`config.mk`:
```
export PLATFORM = sky130hd
export DESIGN_NAME = drap_ifetch_pc
export DESIGN_NICKNAME = d
export VERILOG_FILES = /design/src/rtl/drap_ifetch_pc.sv
export SDC_FILE = /design/constraint.sdc
export NUM_CORES = 1
export LEC_CHECK = 0
export CORE_ASPECT_RATIO = 0.8
export CORE_MARGIN = 8
export CORE_UTILIZATION = 30
export CTS_BUF_LIST = sky130_fd_sc_hd__clkbuf_2
export CTS_CLUSTER_SIZE = 12
export DETAILED_ROUTE_END_ITERATION = 7
export DONT_BUFFER_PORTS = 1
export HOLD_SLACK_MARGIN = 0.1
export PLACE_DENSITY = 0.41
export SETUP_SLACK_MARGIN = 0.1
export SLEW_MARGIN = 20
export SYNTH_ARGS = -nofsm -noshare
export SYNTH_HDL_FRONTEND = slang
export SYNTH_SLANG_ARGS = --single-unit
```
`constraint.sdc`:
```
create_clock -name clk -period 1 [get_ports clk]
set_input_delay 0.3 -clock clk [delete_from_list [all_inputs] [get_ports clk]]
set_output_delay 0.3 -clock clk [all_outputs]
set_load 0.1 [all_outputs]
```
`src/rtl/drap_ifetch_pc.sv`:
```
`default_nettype none
// ============================================================================
// Module   : drap_ifetch_pc
// Purpose  : Program counter and IF/ID pipeline register for the MIPS fetch
//            stage. Picks the next PC (jump > branch > stall-hold > PC+4),
//            latches the fetched instruction and PC+4, and inserts bubbles on
//            redirects and flushes.
// Ports    : clk, rst_n           - clock, asynchronous active-low reset
//            pc_out               - current PC (register output)
//            pc_plus4_in          - external adder sum of pc_out + 4
//            imem_rdata           - instruction word at pc_out
//            branch_taken/_target - branch redirect request and destination
//            jump/jump_target     - jump redirect request and destination
//            stall, flush         - hazard-unit controls
//            if_id_instr/_pc4/_valid - IF/ID register contents
//            addr_err             - sticky misaligned-redirect flag
// Revision : 1.0 - initial release
// ============================================================================
module drap_ifetch_pc #(
  parameter logic [31:0] RESET_PC  = 32'h0000_0000,
  parameter logic [31:0] NOP_INSTR = 32'h0000_0000
) (
  input  logic        clk,
  input  logic        rst_n,
  output logic [31:0] pc_out,
  input  logic [31:0] pc_plus4_in,
  input  logic [31:0] imem_rdata,
  input  logic        branch_taken,
  input  logic [31:0] branch_target,
  input  logic        jump,
  input  logic [31:0] jump_target,
  input  logic        stall,
  input  logic        flush,
  output logic [31:0] if_id_instr,
  output logic [31:0] if_id_pc4,
  output logic        if_id_valid,
  output logic        addr_err
);

  logic [31:0] pc_q, pc_d;
  logic [31:0] instr_q, instr_d;
  logic [31:0] pc4_q, pc4_d;
  logic        valid_q, valid_d;
  logic        err_q, err_d;

  logic        redirect;
  logic [31:0] target;

  // Jump wins over branch, so the misalignment check only looks at the
  // target that is actually taken.
  assign redirect = jump | branch_taken;
  assign target   = jump ? jump_target : branch_target;

  always_comb begin
    pc_d    = pc_q;
    instr_d = instr_q;
    pc4_d   = pc4_q;
    valid_d = valid_q;
    err_d   = err_q;

    if (redirect) begin
      // Redirects override stall; the low bits are dropped so fetch stays
      // word aligned even when the target is bad.
      pc_d    = {target[31:2], 2'b00};
      instr_d = NOP_INSTR;
      pc4_d   = 32'h0000_0000;
      valid_d = 1'b0;
      if (target[1:0] != 2'b00) begin
        err_d = 1'b1;
      end
    end else begin
      if (!stall) begin
        pc_d = pc_plus4_in;
      end
      if (flush) begin
        instr_d = NOP_INSTR;
        pc4_d   = 32'h0000_0000;
        valid_d = 1'b0;
      end else if (!stall) begin
        instr_d = imem_rdata;
        pc4_d   = pc_plus4_in;
        valid_d = 1'b1;
      end
    end
  end

  always_ff @(posedge clk or negedge rst_n) begin
    if (!rst_n) begin
      pc_q    <= RESET_PC;
      instr_q <= NOP_INSTR;
      pc4_q   <= 32'h0000_0000;
      valid_q <= 1'b0;
      err_q   <= 1'b0;
    end else begin
      pc_q    <= pc_d;
      instr_q <= instr_d;
      pc4_q   <= pc4_d;
      valid_q <= valid_d;
      err_q   <= err_d;
    end
  end

  assign pc_out      = pc_q;
  assign if_id_instr = instr_q;
  assign if_id_pc4   = pc4_q;
  assign if_id_valid = valid_q;
  assign addr_err    = err_q;

endmodule
`default_nettype wire

```
==> flow_summary.ini <==
[synthesis]
syn-mean-instance-area_sq_um = 11.5
yosysSeqAreaShare_pct = 54.2
synthFlopType = sky130_fd_sc_hd__dfrtp_1
syn-num-nets = 526
ys_seq_elements = 98
post_synth_inst_count = 392
share_of_synthesized_flip_flops_with_an_asynchronous_set_or_reset_pct = 100
yosysUniqueCellTypes = 19
synth.cell_area_sq_um = 4530
synth.yosys.warnings = 0
edff_count_synth = 0

[sta]
layout_worst_path_cycle_share_pct = 161
totalNegativeSetupSlack_ns = -58.02
setup_viol_count_final = 100
max_slew.worst_pin.slew_ns = 0.327
postLayoutSetupSlackWorst_ns = -0.614
slew_violations = 0
maxClockFrequency_ghz = 0.620
timing.final.crit_period_ns = 1.61
clock-skew-final_ns = 0
max-slew-margin-rel_pct = 78.2
final-hold-violation-count = 195
rsz0062_at_grt = true
whs_ns = -0.634

[clocking]
cts_buffers = 9
numClockSinks = 98
cts.root.buffer_cell = sky130_fd_sc_hd__clkbuf_2
tritoncts_clock_tree = yes
clock_pin_transition_on_the_worst_setup_and_hold_timing_paths_ns = 0.26
h-tree-depth = 3
clockBufferDepth = 2
insertion_delay_ns = 0.56

[placement]
place.port_buffers = 0
finalWeightedCongestion = 0.662
dpl.cell_count = 645
dp_hpwl_um = 9970
placement.cell_area_sq_um = 6880

[final_layout]
final_nets = 704
stdcell_area_sq_um = 8130
antenna_cells = 0
syn_to_final_growth_pct = 79.7
layoutNonFillerInstCount = 764
drive_gt1_share_pct = 43.3
num-fill-cells = 1248
multiInputGateArea_sq_um = 2030
seqCellArea_sq_um = 2820

[worst_setup_path]
arrival_ns = 1.31
critical_path.top_delay_family = flip-flops
worst_path_bufs_invs = 1
worst_path_largest_cell_delay_ns = 0.56
slowest_cell_on_the_critical_path = sky130_fd_sc_hd__dfrtp_4
worst_setup_path_startpoint = pc_out[12]
timing.critical_path.cells = buf_12
crit-reg2reg-launch = pc_out[31]
timing_worst_setup_path_type = reg2out
worstPathMaxFanout = 2
end_kind = output pin
cp_data_required_time_ns = 0.70
critical_path.startpoint_type = flop

[global_route]
groute.usage.overall_pct = 15.4
grt_max_degree = 101
grt_pass1_vias = 4002
grt_first_pass_wirelength_um = 23400
globalRouteOverflowTotal = 0
grt_antenna_before_repair = 0

[route]
drc_errors = 0
drt_pre_antenna_iters = 4
drt-initial-drc-count = 138
antenna_left = 0
via_count = 3613
detail_route.wirelength_um = 15100
drt-wirelength-per-cell_um = 19.8
drt-vias-per-instance = 4.73

[pwr]
power.density_nw_per_um2 = 1140
total_power_of_the_final_layout_uw = 9250
vdd_drop_max_v = 0.000727
leakage_power_uw = 0.00325

[worst_hold_path]
hold_path_class = in2async

[status]
outcome = complete, but fails checks
failed_checks = hold timing, setup timing

[floorplan]
num_rows = 40
die_height_um = 126
initial_utilization_pct = 30.4
fp.coreArea_sq_um = 14900
ioPinCount = 232
die_w_um = 153
die_area_sq_um = 19300

[job]
cap_violations = 0
-- layout by cell type, fill, tap and decap left out --
cell type                       netlist  final
sky130_fd_sc_hd__buf_6                6      2
sky130_fd_sc_hd__buf_12               0     95
sky130_fd_sc_hd__dfrtp_4              0     98
sky130_fd_sc_hd__clkbuf_2             0      9
sky130_fd_sc_hd__inv_2                0      2
sky130_fd_sc_hd__clkinv_2             0      3
sky130_fd_sc_hd__or3_4                0      1
sky130_fd_sc_hd__o211ai_1             1      1
sky130_fd_sc_hd__nand2b_1             3      1
sky130_fd_sc_hd__nor2_4               0      1
sky130_fd_sc_hd__nor2b_1             29     29
sky130_fd_sc_hd__clkinv_1             0      2
sky130_fd_sc_hd__mux2i_1             90     82
sky130_fd_sc_hd__a211oi_1            30     17
sky130_fd_sc_hd__a21boi_2             0      2
sky130_fd_sc_hd__nand2_2              0      5
sky130_fd_sc_hd__bufinv_16            0      1
sky130_fd_sc_hd__inv_1                3      1
sky130_fd_sc_hd__buf_4                5      2
sky130_fd_sc_hd__nor3b_1             30     30
sky130_fd_sc_hd__a21oi_2              0      4
sky130_fd_sc_hd__dlygate4sd3_1        0     99
sky130_fd_sc_hd__clkinvlp_4           0      1
sky130_fd_sc_hd__nand2b_4             0      2
sky130_fd_sc_hd__o21ai_0              2      2
sky130_fd_sc_hd__a211oi_2             0     13
sky130_fd_sc_hd__nor2_1              62     61
sky130_fd_sc_hd__mux2i_2              0      8
sky130_fd_sc_hd__a221oi_1             1      1
-- Yosys cell counts, types with 4 or more instances --
library cell,instances,area [sq um]
sky130_fd_sc_hd__dfrtp_1,98,2450
sky130_fd_sc_hd__mux2i_1,90,901
sky130_fd_sc_hd__nor2_1,62,233
sky130_fd_sc_hd__a211oi_1,30,225
sky130_fd_sc_hd__nor3b_1,30,225
sky130_fd_sc_hd__nor2b_1,29,181
sky130_fd_sc_hd__clkbuf_1,11,41.3
sky130_fd_sc_hd__buf_2,9,45.0
sky130_fd_sc_hd__buf_6,6,67.6
sky130_fd_sc_hd__buf_4,5,37.5
sky130_fd_sc_hd__nand2_1,5,18.8
sky130_fd_sc_hd__a21oi_1,4,20.0
-- final timing paths --
kind                       slack, ns         endpoint  cells after the start
setup / recovery               -0.61       pc_out[12]                      1
hold / removal                 -0.63  if_id_instr[21]                      0
setup reg to reg               -0.03       pc_out[31]                      3
hold reg to reg                 0.65  if_id_instr[29]                      2
max in group asynchronous       1.42   if_id_instr[1]                      0
min in group clk               -0.19       pc_out[11]                      1
-- per-stage QoR --
step | hold WS, ns | setup slack [ns] | utilization, %
6_report | -0.634 | -0.614 | 54.7
5_1_grt | -0.778 | -0.755 | 54.7
4_1_cts | -0.739 | -0.707 | 53.3
3_5_place_dp | 0.00707 | -0.116 | 46.3
3_3_place_gp | 0.00741 | -0.0980 | 46.3
2_1_floorplan | 0.00443 | -0.104 | -
-- registers in the layout (all words and copies together), names as in the netlist --
name,cells
if_id_instr,32
pc_out,32
addr_err,1
if_id_valid,1
if_id_pc4,32
-- cell families (layout without fill, tap and decap cells) --
group,Yosys count,in the layout,share of synthesized area [%]
buffers and inverters,34,217,4.48
AO/OA/AOI/OAI,40,40,6.33
multiplexers,90,90,19.9
flip-flops,98,98,54.2
AND/OR/NAND/NOR,130,130,15.1
-- area by class of cell --
type,count,area share (%)
repair buffers,198,36.0
flip-flops and latches,98,34.7
multi-input cells,260,24.9
well taps,189,2.91
clock inverters,7,0.739
clock buffers,9,0.554
inverters,3,0.138
-- per-layer routing --
| layer | global-route usage [%] | part of all wire (%) | vias to the layer above |
|---|---|---|---|
| li1 | - | - | 1699 |
| met1 | 17.6 | 40 | 1763 |
| met2 | 25.6 | 50 | 143 |
| met3 | 7.42 | 9.1 | 8 |
| met4 | 3.37 | 0.81 | 0 |
| met5 | 0 | 0 | - |
-- repair_timing --
action / 4_1_cts / 5_1_grt
resized for setup: 6 / 26
hold buffers: 92 / 7
buffers inserted: 0 / 4
setup endpoints to repair: 106 / 124
pin swaps: 11 / 16
hold endpoints to repair: 196 / 196
-- power by group --
part / switching [uW] / total (uW) / internal [uW] / leakage (uW)
Clock: 1330 / 1880 / 547 / 0.0000665
Combinational: 1640 / 2900 / 1260 / 0.00206
Sequential: 231 / 4470 / 4240 / 0.00112
No activity file was read; power rests on OpenSTA's default activity.
